===== src/rtl/mips_mem_arbiter.sv =====
// rtl/mips_mem_arbiter.sv - round-robin arbiter sharing one memory port between fetch and load/store
//
// Purpose:
//   Grants one transaction at a time to either the instruction-fetch channel or
//   the load/store channel, drives the shared memory port with a registered copy
//   of the granted request, forwards the request ack to the owner and routes the
//   read response back to it. At most one transaction is outstanding.
//
// Ports:
//   clk, rst                  clock, asynchronous active-low reset
//   PC, Inst_Req_Valid        fetch request in;  Inst_Req_Ack out
//   Instruction, Inst_Valid   fetch response out; Inst_Ack in
//   Address, MemWrite,        load/store request in; Mem_Req_Ack out
//   Write_data, Write_strb,
//   MemRead
//   Read_data,                load response out; Read_data_Ack in
//   Read_data_Valid
//   mem_addr, mem_wen,        shared-port request out; mem_req_ack in
//   mem_wdata, mem_wstrb,
//   mem_ren
//   mem_rdata,                shared-port response in; mem_rdata_ack out
//   mem_rdata_valid
//   arb_perf_cnt_0..3         performance counters
//
// Configuration:
//   MEM_ARB_PERF_CNT_EN  when defined, builds four wrapping CNT_W counters
//                        (fetch grants, load/store grants, fetch wait cycles,
//                        load/store wait cycles); otherwise they read 0.

module mips_mem_arbiter #(
  parameter int CNT_W = 32
) (
  input  logic             clk,
  input  logic             rst,
  input  logic [31:0]      PC,
  input  logic             Inst_Req_Valid,
  output logic             Inst_Req_Ack,
  output logic [31:0]      Instruction,
  output logic             Inst_Valid,
  input  logic             Inst_Ack,
  input  logic [31:0]      Address,
  input  logic             MemWrite,
  input  logic [31:0]      Write_data,
  input  logic [3:0]       Write_strb,
  input  logic             MemRead,
  output logic             Mem_Req_Ack,
  output logic [31:0]      Read_data,
  output logic             Read_data_Valid,
  input  logic             Read_data_Ack,
  output logic [31:0]      mem_addr,
  output logic             mem_wen,
  output logic [31:0]      mem_wdata,
  output logic [3:0]       mem_wstrb,
  output logic             mem_ren,
  input  logic             mem_req_ack,
  input  logic [31:0]      mem_rdata,
  input  logic             mem_rdata_valid,
  output logic             mem_rdata_ack,
  output logic [CNT_W-1:0] arb_perf_cnt_0,
  output logic [CNT_W-1:0] arb_perf_cnt_1,
  output logic [CNT_W-1:0] arb_perf_cnt_2,
  output logic [CNT_W-1:0] arb_perf_cnt_3
);

  localparam logic [2:0] ST_IDLE  = 3'd0;
  localparam logic [2:0] ST_I_REQ = 3'd1;
  localparam logic [2:0] ST_I_RSP = 3'd2;
  localparam logic [2:0] ST_D_WR  = 3'd3;
  localparam logic [2:0] ST_D_RD  = 3'd4;
  localparam logic [2:0] ST_D_RSP = 3'd5;

  localparam logic GRANT_INST = 1'b0;
  localparam logic GRANT_DATA = 1'b1;

  logic [2:0]  state_q, state_d;
  logic        last_grant_q, last_grant_d;
  logic [31:0] addr_q, addr_d;
  logic [31:0] wdata_q, wdata_d;
  logic [3:0]  wstrb_q, wstrb_d;
  logic        wen_q, wen_d;
  logic        ren_q, ren_d;

  logic inst_pend;
  logic data_pend;
  logic grant_inst;
  logic grant_data;

  logic in_i_req;
  logic in_d_req;
  logic in_i_rsp;
  logic in_d_rsp;

  assign inst_pend = Inst_Req_Valid;
  assign data_pend = MemRead | MemWrite;

  assign in_i_req = (state_q == ST_I_REQ);
  assign in_d_req = (state_q == ST_D_WR) || (state_q == ST_D_RD);
  assign in_i_rsp = (state_q == ST_I_RSP);
  assign in_d_rsp = (state_q == ST_D_RSP);

  // Arbitration only happens in IDLE. On contention the side that did not win
  // last time is granted; with a single requester it simply wins.
  always_comb begin
    grant_inst = 1'b0;
    grant_data = 1'b0;
    if (state_q == ST_IDLE) begin
      if (inst_pend && (!data_pend || (last_grant_q == GRANT_DATA))) begin
        grant_inst = 1'b1;
      end else if (data_pend) begin
        grant_data = 1'b1;
      end
    end
  end

  always_comb begin
    state_d      = state_q;
    last_grant_d = last_grant_q;
    addr_d       = addr_q;
    wdata_d      = wdata_q;
    wstrb_d      = wstrb_q;
    wen_d        = wen_q;
    ren_d        = ren_q;

    case (state_q)
      ST_IDLE: begin
        if (grant_inst) begin
          state_d      = ST_I_REQ;
          last_grant_d = GRANT_INST;
          addr_d       = PC;
          wdata_d      = 32'h0;
          wstrb_d      = 4'h0;
          wen_d        = 1'b0;
          ren_d        = 1'b1;
        end else if (grant_data) begin
          last_grant_d = GRANT_DATA;
          addr_d       = Address;
          // MemRead together with MemWrite is treated as a write.
          if (MemWrite) begin
            state_d = ST_D_WR;
            wdata_d = Write_data;
            wstrb_d = Write_strb;
            wen_d   = 1'b1;
            ren_d   = 1'b0;
          end else begin
            state_d = ST_D_RD;
            wdata_d = 32'h0;
            wstrb_d = 4'h0;
            wen_d   = 1'b0;
            ren_d   = 1'b1;
          end
        end
      end

      ST_I_REQ: begin
        if (mem_req_ack) begin
          state_d = ST_I_RSP;
          wen_d   = 1'b0;
          ren_d   = 1'b0;
        end
      end

      ST_D_WR: begin
        // Stores have no response phase.
        if (mem_req_ack) begin
          state_d = ST_IDLE;
          wen_d   = 1'b0;
          ren_d   = 1'b0;
        end
      end

      ST_D_RD: begin
        if (mem_req_ack) begin
          state_d = ST_D_RSP;
          wen_d   = 1'b0;
          ren_d   = 1'b0;
        end
      end

      ST_I_RSP: begin
        if (mem_rdata_valid && Inst_Ack) begin
          state_d = ST_IDLE;
        end
      end

      ST_D_RSP: begin
        if (mem_rdata_valid && Read_data_Ack) begin
          state_d = ST_IDLE;
        end
      end

      default: begin
        state_d = ST_IDLE;
        wen_d   = 1'b0;
        ren_d   = 1'b0;
      end
    endcase
  end

  always_ff @(posedge clk or negedge rst) begin
    if (!rst) begin
      state_q      <= ST_IDLE;
      last_grant_q <= GRANT_DATA;
      addr_q       <= 32'h0;
      wdata_q      <= 32'h0;
      wstrb_q      <= 4'h0;
      wen_q        <= 1'b0;
      ren_q        <= 1'b0;
    end else begin
      state_q      <= state_d;
      last_grant_q <= last_grant_d;
      addr_q       <= addr_d;
      wdata_q      <= wdata_d;
      wstrb_q      <= wstrb_d;
      wen_q        <= wen_d;
      ren_q        <= ren_d;
    end
  end

  assign mem_addr  = addr_q;
  assign mem_wdata = wdata_q;
  assign mem_wstrb = wstrb_q;
  assign mem_wen   = wen_q;
  assign mem_ren   = ren_q;

  // Acks and responses are steered by state only, so the non-owner always
  // sees 0 and stray mem_rdata_valid outside a response phase is dropped.
  assign Inst_Req_Ack    = in_i_req & mem_req_ack;
  assign Mem_Req_Ack     = in_d_req & mem_req_ack;
  assign Instruction     = in_i_rsp ? mem_rdata : 32'h0;
  assign Inst_Valid      = in_i_rsp & mem_rdata_valid;
  assign Read_data       = in_d_rsp ? mem_rdata : 32'h0;
  assign Read_data_Valid = in_d_rsp & mem_rdata_valid;
  assign mem_rdata_ack   = (in_i_rsp & Inst_Ack) | (in_d_rsp & Read_data_Ack);

`ifdef MEM_ARB_PERF_CNT_EN
  localparam logic [CNT_W-1:0] CNT_ONE = {{(CNT_W-1){1'b0}}, 1'b1};

  logic [CNT_W-1:0] cnt_0_q;
  logic [CNT_W-1:0] cnt_1_q;
  logic [CNT_W-1:0] cnt_2_q;
  logic [CNT_W-1:0] cnt_3_q;

  always_ff @(posedge clk or negedge rst) begin
    if (!rst) begin
      cnt_0_q <= '0;
      cnt_1_q <= '0;
      cnt_2_q <= '0;
      cnt_3_q <= '0;
    end else begin
      if (grant_inst) begin
        cnt_0_q <= cnt_0_q + CNT_ONE;
      end
      if (grant_data) begin
        cnt_1_q <= cnt_1_q + CNT_ONE;
      end
      if (inst_pend && !in_i_req) begin
        cnt_2_q <= cnt_2_q + CNT_ONE;
      end
      if (data_pend && !in_d_req) begin
        cnt_3_q <= cnt_3_q + CNT_ONE;
      end
    end
  end

  assign arb_perf_cnt_0 = cnt_0_q;
  assign arb_perf_cnt_1 = cnt_1_q;
  assign arb_perf_cnt_2 = cnt_2_q;
  assign arb_perf_cnt_3 = cnt_3_q;
`else
  assign arb_perf_cnt_0 = '0;
  assign arb_perf_cnt_1 = '0;
  assign arb_perf_cnt_2 = '0;
  assign arb_perf_cnt_3 = '0;
`endif

endmodule

===== config.mk =====
export PLATFORM = sky130hd
export DESIGN_NAME = mips_mem_arbiter
export DESIGN_NICKNAME = d
export VERILOG_FILES = /design/src/rtl/mips_mem_arbiter.sv
export SDC_FILE = /design/constraint.sdc
export NUM_CORES = 1
export LEC_CHECK = 0
export CORE_AREA = 3 3 155 157
export DETAILED_ROUTE_END_ITERATION = 16
export DIE_AREA = 0 0 158 160
export PLACE_DENSITY = 0.62
export SLEW_MARGIN = 5
export SYNTH_ARGS = -nofsm -noshare
export SYNTH_HDL_FRONTEND = slang
export SYNTH_SLANG_ARGS = --single-unit

===== constraint.sdc =====
create_clock -name clk -period 2.3 [get_ports clk]
set_input_delay 0.46 -clock clk [delete_from_list [all_inputs] [get_ports clk]]
set_output_delay 0.46 -clock clk [all_outputs]
set_load 0.03 [all_outputs]

==> results of run 1 <==
-- stage by stage --
stage | setup TNS [ns] | instances
floorplan | 0 | 692
global placement | -0.761 | 1109
detailed placement | -0.695 | 1109
CTS | 0 | 1124
global route | -0.0909 | 1129
finish | 0 | 1129
-- worst paths after layout --
kind | start | endpoint | cells past startpoint
setup / recovery | state_q[2]$_DFFE_PN0P_ | Instruction[1] | 7
min in group clk | mem_wdata[20]$_DFFE_PN0P_ | mem_wdata[20]$_DFFE_PN0P_ | 2
hold reg to reg | mem_wdata[20]$_DFFE_PN0P_ | mem_wdata[20]$_DFFE_PN0P_ | 2
hold / removal | rst | mem_addr[2]$_DFFE_PN0P_ | 1
max in group asynchronous | rst | last_grant_q$_DFFE_PN1P_ | 2
setup reg to reg | state_q[2]$_DFFE_PN0P_ | mem_wdata[11]$_DFFE_PN0P_ | 5
-- area by class of cell --
cell class,instances,area share
timing repair buffer,300,0.389
tap,285,0.0458
multi-input combinational,453,0.284
clock inverter,5,0.0133
clock buffer,10,0.0294
sequential,74,0.238
inverter,2,0.000963
-- report_power, final --
group | switching (uW) | leakage [uW] | internal (uW) | total, uW
Sequential | 243 | 0.000953 | 1800 | 2040
Combinational | 3290 | 0.00259 | 2160 | 5450
Clock | 543 | 0.000163 | 1050 | 1600
-- flip-flops by register name, summed over array words and instances, names as in the netlist --
register,flops
mem_addr,32
mem_wdata,32
mem_wstrb,4
state_q,3
last_grant_q,1
mem_ren,1
mem_wen,1
-- cell usage after synthesis, types with 3 or more instances --
cell type,count
buf_2,19
nor2_1,5
dfrtp_1,73
o21ai_0,17
buf_6,3
nand2_1,119
o21ai_1,6
nand3_1,59
clkbuf_1,12
and2_1,67
nor3_1,3
nand2b_1,3
o22ai_1,22
buf_4,128
-- per-layer routing --
metal / wire [um] / vias to the layer above / global-route usage
met5: 0 / - / 0
met4: 165 / 0 / 0.0282
met3: 1580 / 11 / 0.0369
met2: 9250 / 227 / 0.228
met1: 6590 / 2015 / 0.144
li1: - / 2132 / -
-- worst register-to-register path, stage by stage, from the launching register on --
cell and delay, ns:
dfrtp_1 0.38, or3_4 0.40, nor2_4 0.74, buf_4 0.31, nand3_1 0.09, nand2_1 0.07
-- what timing repair did --
item                                    in CTS  in global routing
gates resized for setup                      1                 12
buffers inserted                             0                  1
hold endpoints to repair                     0                  0
endpoints found under the setup margin      16                 56
pin swaps                                    0                  1
gates cloned                                 0                  4
-- cells by family after synthesis --
group / after synthesis
buffers and inverters: 165
muxes: 3
other: 1
and+or+nand+nor: 265
AOI/OAI and AO/OA: 57
DFF: 74
==> results_dict.tcl, run 1 <==
set metrics [dict create \
    grt_pass1_vias 4168 \
    slew_viol_final 0 \
    wl_per_cell_um 15.6 \
    rows 55 \
    first_pass_iters 4 \
    synth_area_per_cell_um2 8.30 \
    muxShareOfSynthArea 0.00721 \
    clockRootBuffer "clkbuf_16" \
    drc 0 \
    worstPathCellList "buf_4 -> nand2b_4 -> nor2_4 -> buf_12 -> buf_12 -> and2_1 -> buf_4" \
    ys_seq_area_frac 0.395 \
    yosysTopAreaCellShare 0.390 \
    finalPower_uw 9090 \
    port_buffers 279 \
    required_ns 1.84 \
    skew_ns 0.00700 \
    fin_nets 981 \
    finalInstanceArea_mm2 0.00779 \
    critPathMaxStageDelay_ns 0.38 \
    place_area_mm2 0.00730 \
    leakagePower_uw 0.00371 \
    cp_num_buf_inv 4 \
    layout_setup_ws_ns 0.0765 \
    cpLargestDelayFamily "buffers and inverters" \
    grtUsageTotal 0.126 \
    async_flop_share 1.00 \
    dpl_worst_slack_ns -0.0906 \
    cpMaxStageDelayCell "dfrtp_1" \
    status "completed" \
    max_slew_margin 0.340 \
    start_util 0.207 \
    fin_hold_ws_ns 0.0944 \
    gp_congestion 0.705 \
    netlist_area_mm2 0.00469 \
    maxCapViolCount 0 \
    final_common_cell "clkdlybuf4s50_1" \
    vias_per_cell 3.88 \
    die_h_um 160 \
    critical_path_class "reg -> out" \
    routed-via-count 4385 \
    yosys.area_share.adder 0 \
    worst-path-max-fanout 12 \
    clkLatencyLatePin_ns 0.33 \
    ctsHoldBuffers 0 \
    synth_cell_types 38 \
    grt_max_degree 47 \
    layout_common_cells "clkdlybuf4s50_1, conb_1, nand2_1" \
    crit_arrival_ns 1.76 \
    yosysTopAreaCell "dfrtp_1" \
    post-route-period-util 0.967 \
    cts_buffers 9 \
    min_period_ns 2.22 \
    setup_violations 0 \
    core_mm2 0.0226 \
    fmax_mhz 450 \
    synthTopCellsByArea "dfrtp_1, buf_4, nand2_1" \
    nFillCells 2325 \
    hold_viol 0 \
    startpoint_type "flop" \
    r2r_slack_ns 0.25 \
    wirelength_um 17600 \
    hpwl_um 13400 \
    worst_pin_slew_ns 0.988 \
    cts_sinks 74 \
    vdd_drop_max_uv 411 \
    grt_overflow 0 \
    regArea_mm2 0.00185 \
    clk_pin_slew_ns 0.06 \
    synth_compound_gate_area_share 0.0737 \
    final_util 0.344 \
    cts_tree "built" \
    ant_nets 0 \
    synth_simple_gate_area_share 0.276 \
    dieArea_mm2 0.0253 \
    area_delta_synth_final_pct 66.3 \
    grt_pass1_wl_um 24400 \
    clockBufferDepth 2 \
    synth_edf_count 0 \
    synth_flop_cell "dfrtp_1" \
    synth_xor_area_frac 0 \
    hp-class "in -> async" \
    p_per_area_mw_per_mm2 1170 \
    antenna_cells 0 \
    drive_above_1_share 0.141 \
    cp-end-kind "primary output" \
    htreeDepth 3 \
    ys_seq_elements 74 \
    multi_input_area_mm2 0.00221 \
    die_w_um 158 \
    syn_inst 565 \
    ios 408 \
    antenna_found_initial 0 \
    synth_top_family_by_area "simple AND/OR/NAND/NOR gates" \
    ys_warn_count 0 \
    drtIter0Drc 207 \
]
Note: power is estimated with default switching activity, not from simulation.
==> run 2: changes to the inputs <==
--- a/config.mk
+++ b/config.mk
@@ -5,10 +5,10 @@
 export SDC_FILE = /design/constraint.sdc
 export NUM_CORES = 1
 export LEC_CHECK = 0
-export CORE_AREA = 3 3 155 157
+export CORE_AREA = 2 2 159 161
 export DETAILED_ROUTE_END_ITERATION = 16
-export DIE_AREA = 0 0 158 160
-export PLACE_DENSITY = 0.62
+export DIE_AREA = 0 0 161 163
+export PLACE_DENSITY = 0.59
 export SLEW_MARGIN = 5
 export SYNTH_ARGS = -nofsm -noshare
 export SYNTH_HDL_FRONTEND = slang
==> run 2 against run 1 <==
  * Sequential share of layout area increased by 0.12 points
  * Largest cell class unchanged
  * Core utilization decreased by 3.0 points
  * Non-clock buffer count decreased by 1
  * Setup slack improved by 0.040 ns
  * Critical endpoint is now Instruction[0]
  * Highest routed layer unchanged
  * Total power decreased by 2.6%
  * Cell count increased by 4.0%
  * Critical path depth decreased by 2
  * Flip-flop and latch count unchanged
  * Count of clock-buffer cells in the layout increased by 2
  * Global-route usage about the same
  * Die area increased by 3.8%
==> results_dict.tcl, run 2 (synthesis gave the netlist of run 1 again) <==
set metrics [dict create \
    status "completed" \
    routed-via-count 4377 \
    leakagePower_uw 0.00367 \
    antenna_found_initial 2 \
    fmax_mhz 458 \
    dieArea_mm2 0.0262 \
    maxCapViolCount 0 \
    hpwl_um 13700 \
    grt_overflow 0 \
    crit-reg2reg-launch "state_q[2]$_DFFE_PN0P_" \
    htreeDepth 3 \
    skew_ns 0.00763 \
    worst-path-max-fanout 34 \
    grt_max_degree 40 \
    p_per_area_mw_per_mm2 1140 \
    hold_viol 0 \
    drtIter0Drc 146 \
    dpl_worst_slack_ns 0.133 \
    first_pass_iters 4 \
    cts_tree "built" \
    required_ns 1.84 \
    fin_nets 980 \
    clockRootBuffer "clkbuf_16" \
    ios 408 \
    clkLatencyLatePin_ns 0.33 \
    cp-end-kind "primary output" \
    hp-class "in -> async" \
    drive_above_1_share 0.140 \
    die_h_um 163 \
    min_period_ns 2.18 \
    setup_violations 0 \
    final_common_cell "clkdlybuf4s50_1" \
    slew_viol_final 0 \
    reg2reg_depth 6 \
    ant_nets 0 \
    vdd_drop_max_uv 411 \
    grt_pass1_vias 4168 \
    place_area_mm2 0.00742 \
    grtUsageTotal 0.126 \
    intPower_uw 4800 \
    rows 58 \
    start_util 0.190 \
    layout_common_cells "clkdlybuf4s50_1, conb_1, nand2_1" \
    antenna_cells 0 \
    wirelength_um 17300 \
    gp_congestion 0.749 \
    cts_buffers 9 \
    seqPwrFrac 0.237 \
    ctsHoldBuffers 0 \
    final_util 0.315 \
    area_delta_synth_final_pct 65.7 \
    critical_path_class "reg -> out" \
    cts_sinks 74 \
    core_mm2 0.0247 \
    post-route-period-util 0.949 \
    power_switching_uw 4060 \
    clockBufferDepth 2 \
    vias_per_cell 3.73 \
    port_buffers 279 \
    layout_setup_ws_ns 0.117 \
    die_w_um 161 \
    r2r-end "mem_addr[20]$_DFFE_PN0P_" \
    p_comb_frac 0.603 \
    crit_arrival_ns 1.72 \
    grt_pass1_wl_um 24800 \
    r2r_slack_ns 0.50 \
    drc 0 \
    finalSetupTns_ns 0 \
    clk_pin_slew_ns 0.06 \
    rsz0062_at_grt "no" \
    p_sw_frac 0.458 \
    power_frac_clock 0.160 \
    wl_per_cell_um 14.7 \
    startpoint_type "flop" \
    finalInstanceArea_mm2 0.00776 \
]
==> run 2: cell types whose count changed in the layout (fill, tap and decap cells not counted), sizes merged <==
cell | before | now
bufinv | 3 | 1
buf | 88 | 89
clkinvlp | 0 | 1
==> run 2: power groups by stage <==
stage | Sequential, uW | Combinational, uW | Clock (uW)
3_5_place_dp | 2140 | 5360 | 0
3_3_place_gp | 2120 | 5340 | 0
6_report | 2100 | 5340 | 1420
5_1_grt | 2180 | 5740 | 1530
4_1_cts | 2110 | 5370 | 1470
2_1_floorplan | 2950 | 2420 | 0
==> run 2: repair_timing <==
action	in CTS	in global routing
endpoints found under the setup margin	0	36
setup buffers	0	1
resized for setup	0	4
==> run 2: area by class of cell <==
| cell class | count | area, um^2 |
|---|---|---|
| Clock buffer | 12 | 246 |
| Tap cell | 330 | 413 |
| Sequential cell | 74 | 1860 |
| Fill cell | 2625 | 16900 |
| Multi-Input combinational cell | 453 | 2190 |
| Clock inverter | 4 | 51.3 |
| Timing Repair Buffer | 299 | 3000 |
| Inverter | 2 | 7.51 |
==> run 2: critical path, stage by stage, from the launching register on <==
cell and delay (ns):
dfrtp_1 0.44, nand2b_1 0.22, nor2_2 0.15, buf_12 0.18, and2_1 0.24, buf_12 0.15
==> run 2: how the worst max path moves through the flow <==
stage,start,to,slack (ns),cells after the start
4_1_cts,state_q[0]$_DFFE_PN0P_,Read_data[30],0.01,5
3_5_place_dp,Inst_Req_Valid,mem_addr[30]$_DFFE_PN0P_,0.13,7
2_1_floorplan,state_q[1]$_DFFE_PN0P_,Read_data[10],0.40,5
6_report,state_q[2]$_DFFE_PN0P_,Instruction[0],0.12,5
3_3_place_gp,Inst_Req_Valid,mem_addr[30]$_DFFE_PN0P_,0.15,7
5_1_grt,state_q[2]$_DFFE_PN0P_,Instruction[0],0.02,5
==> run 2: layer usage <==
layer  vias up  GRT usage  wire [um]
li1       2129          -          -
met1      1994      0.140       6660
met2       240      0.237       9050
met3        14     0.0318       1330
met4         0     0.0349        229
met5         -          0          0
==> run 2: per-stage QoR <==
step                      std cells  power [uW]  hold WS (ns)
after floorplan                 692        5370         0.164
after global placement         1156        7460         0.448
after global routing           1174        9450         0.102
final                          1174        8860        0.0865
after CTS                      1172        8950        0.0942
after detailed placement       1156        7490         0.454
==> run 3: changes to the inputs <==
--- a/config.mk
+++ b/config.mk
@@ -6,6 +6,7 @@
 export NUM_CORES = 1
 export LEC_CHECK = 0
 export CORE_AREA = 2 2 159 161
+export CTS_CLUSTER_DIAMETER = 100
 export DETAILED_ROUTE_END_ITERATION = 16
 export DIE_AREA = 0 0 161 163
 export PLACE_DENSITY = 0.59
==> results of run 3 <==
Same layout as run 2: the final DEF is identical, and so are final timing and power.
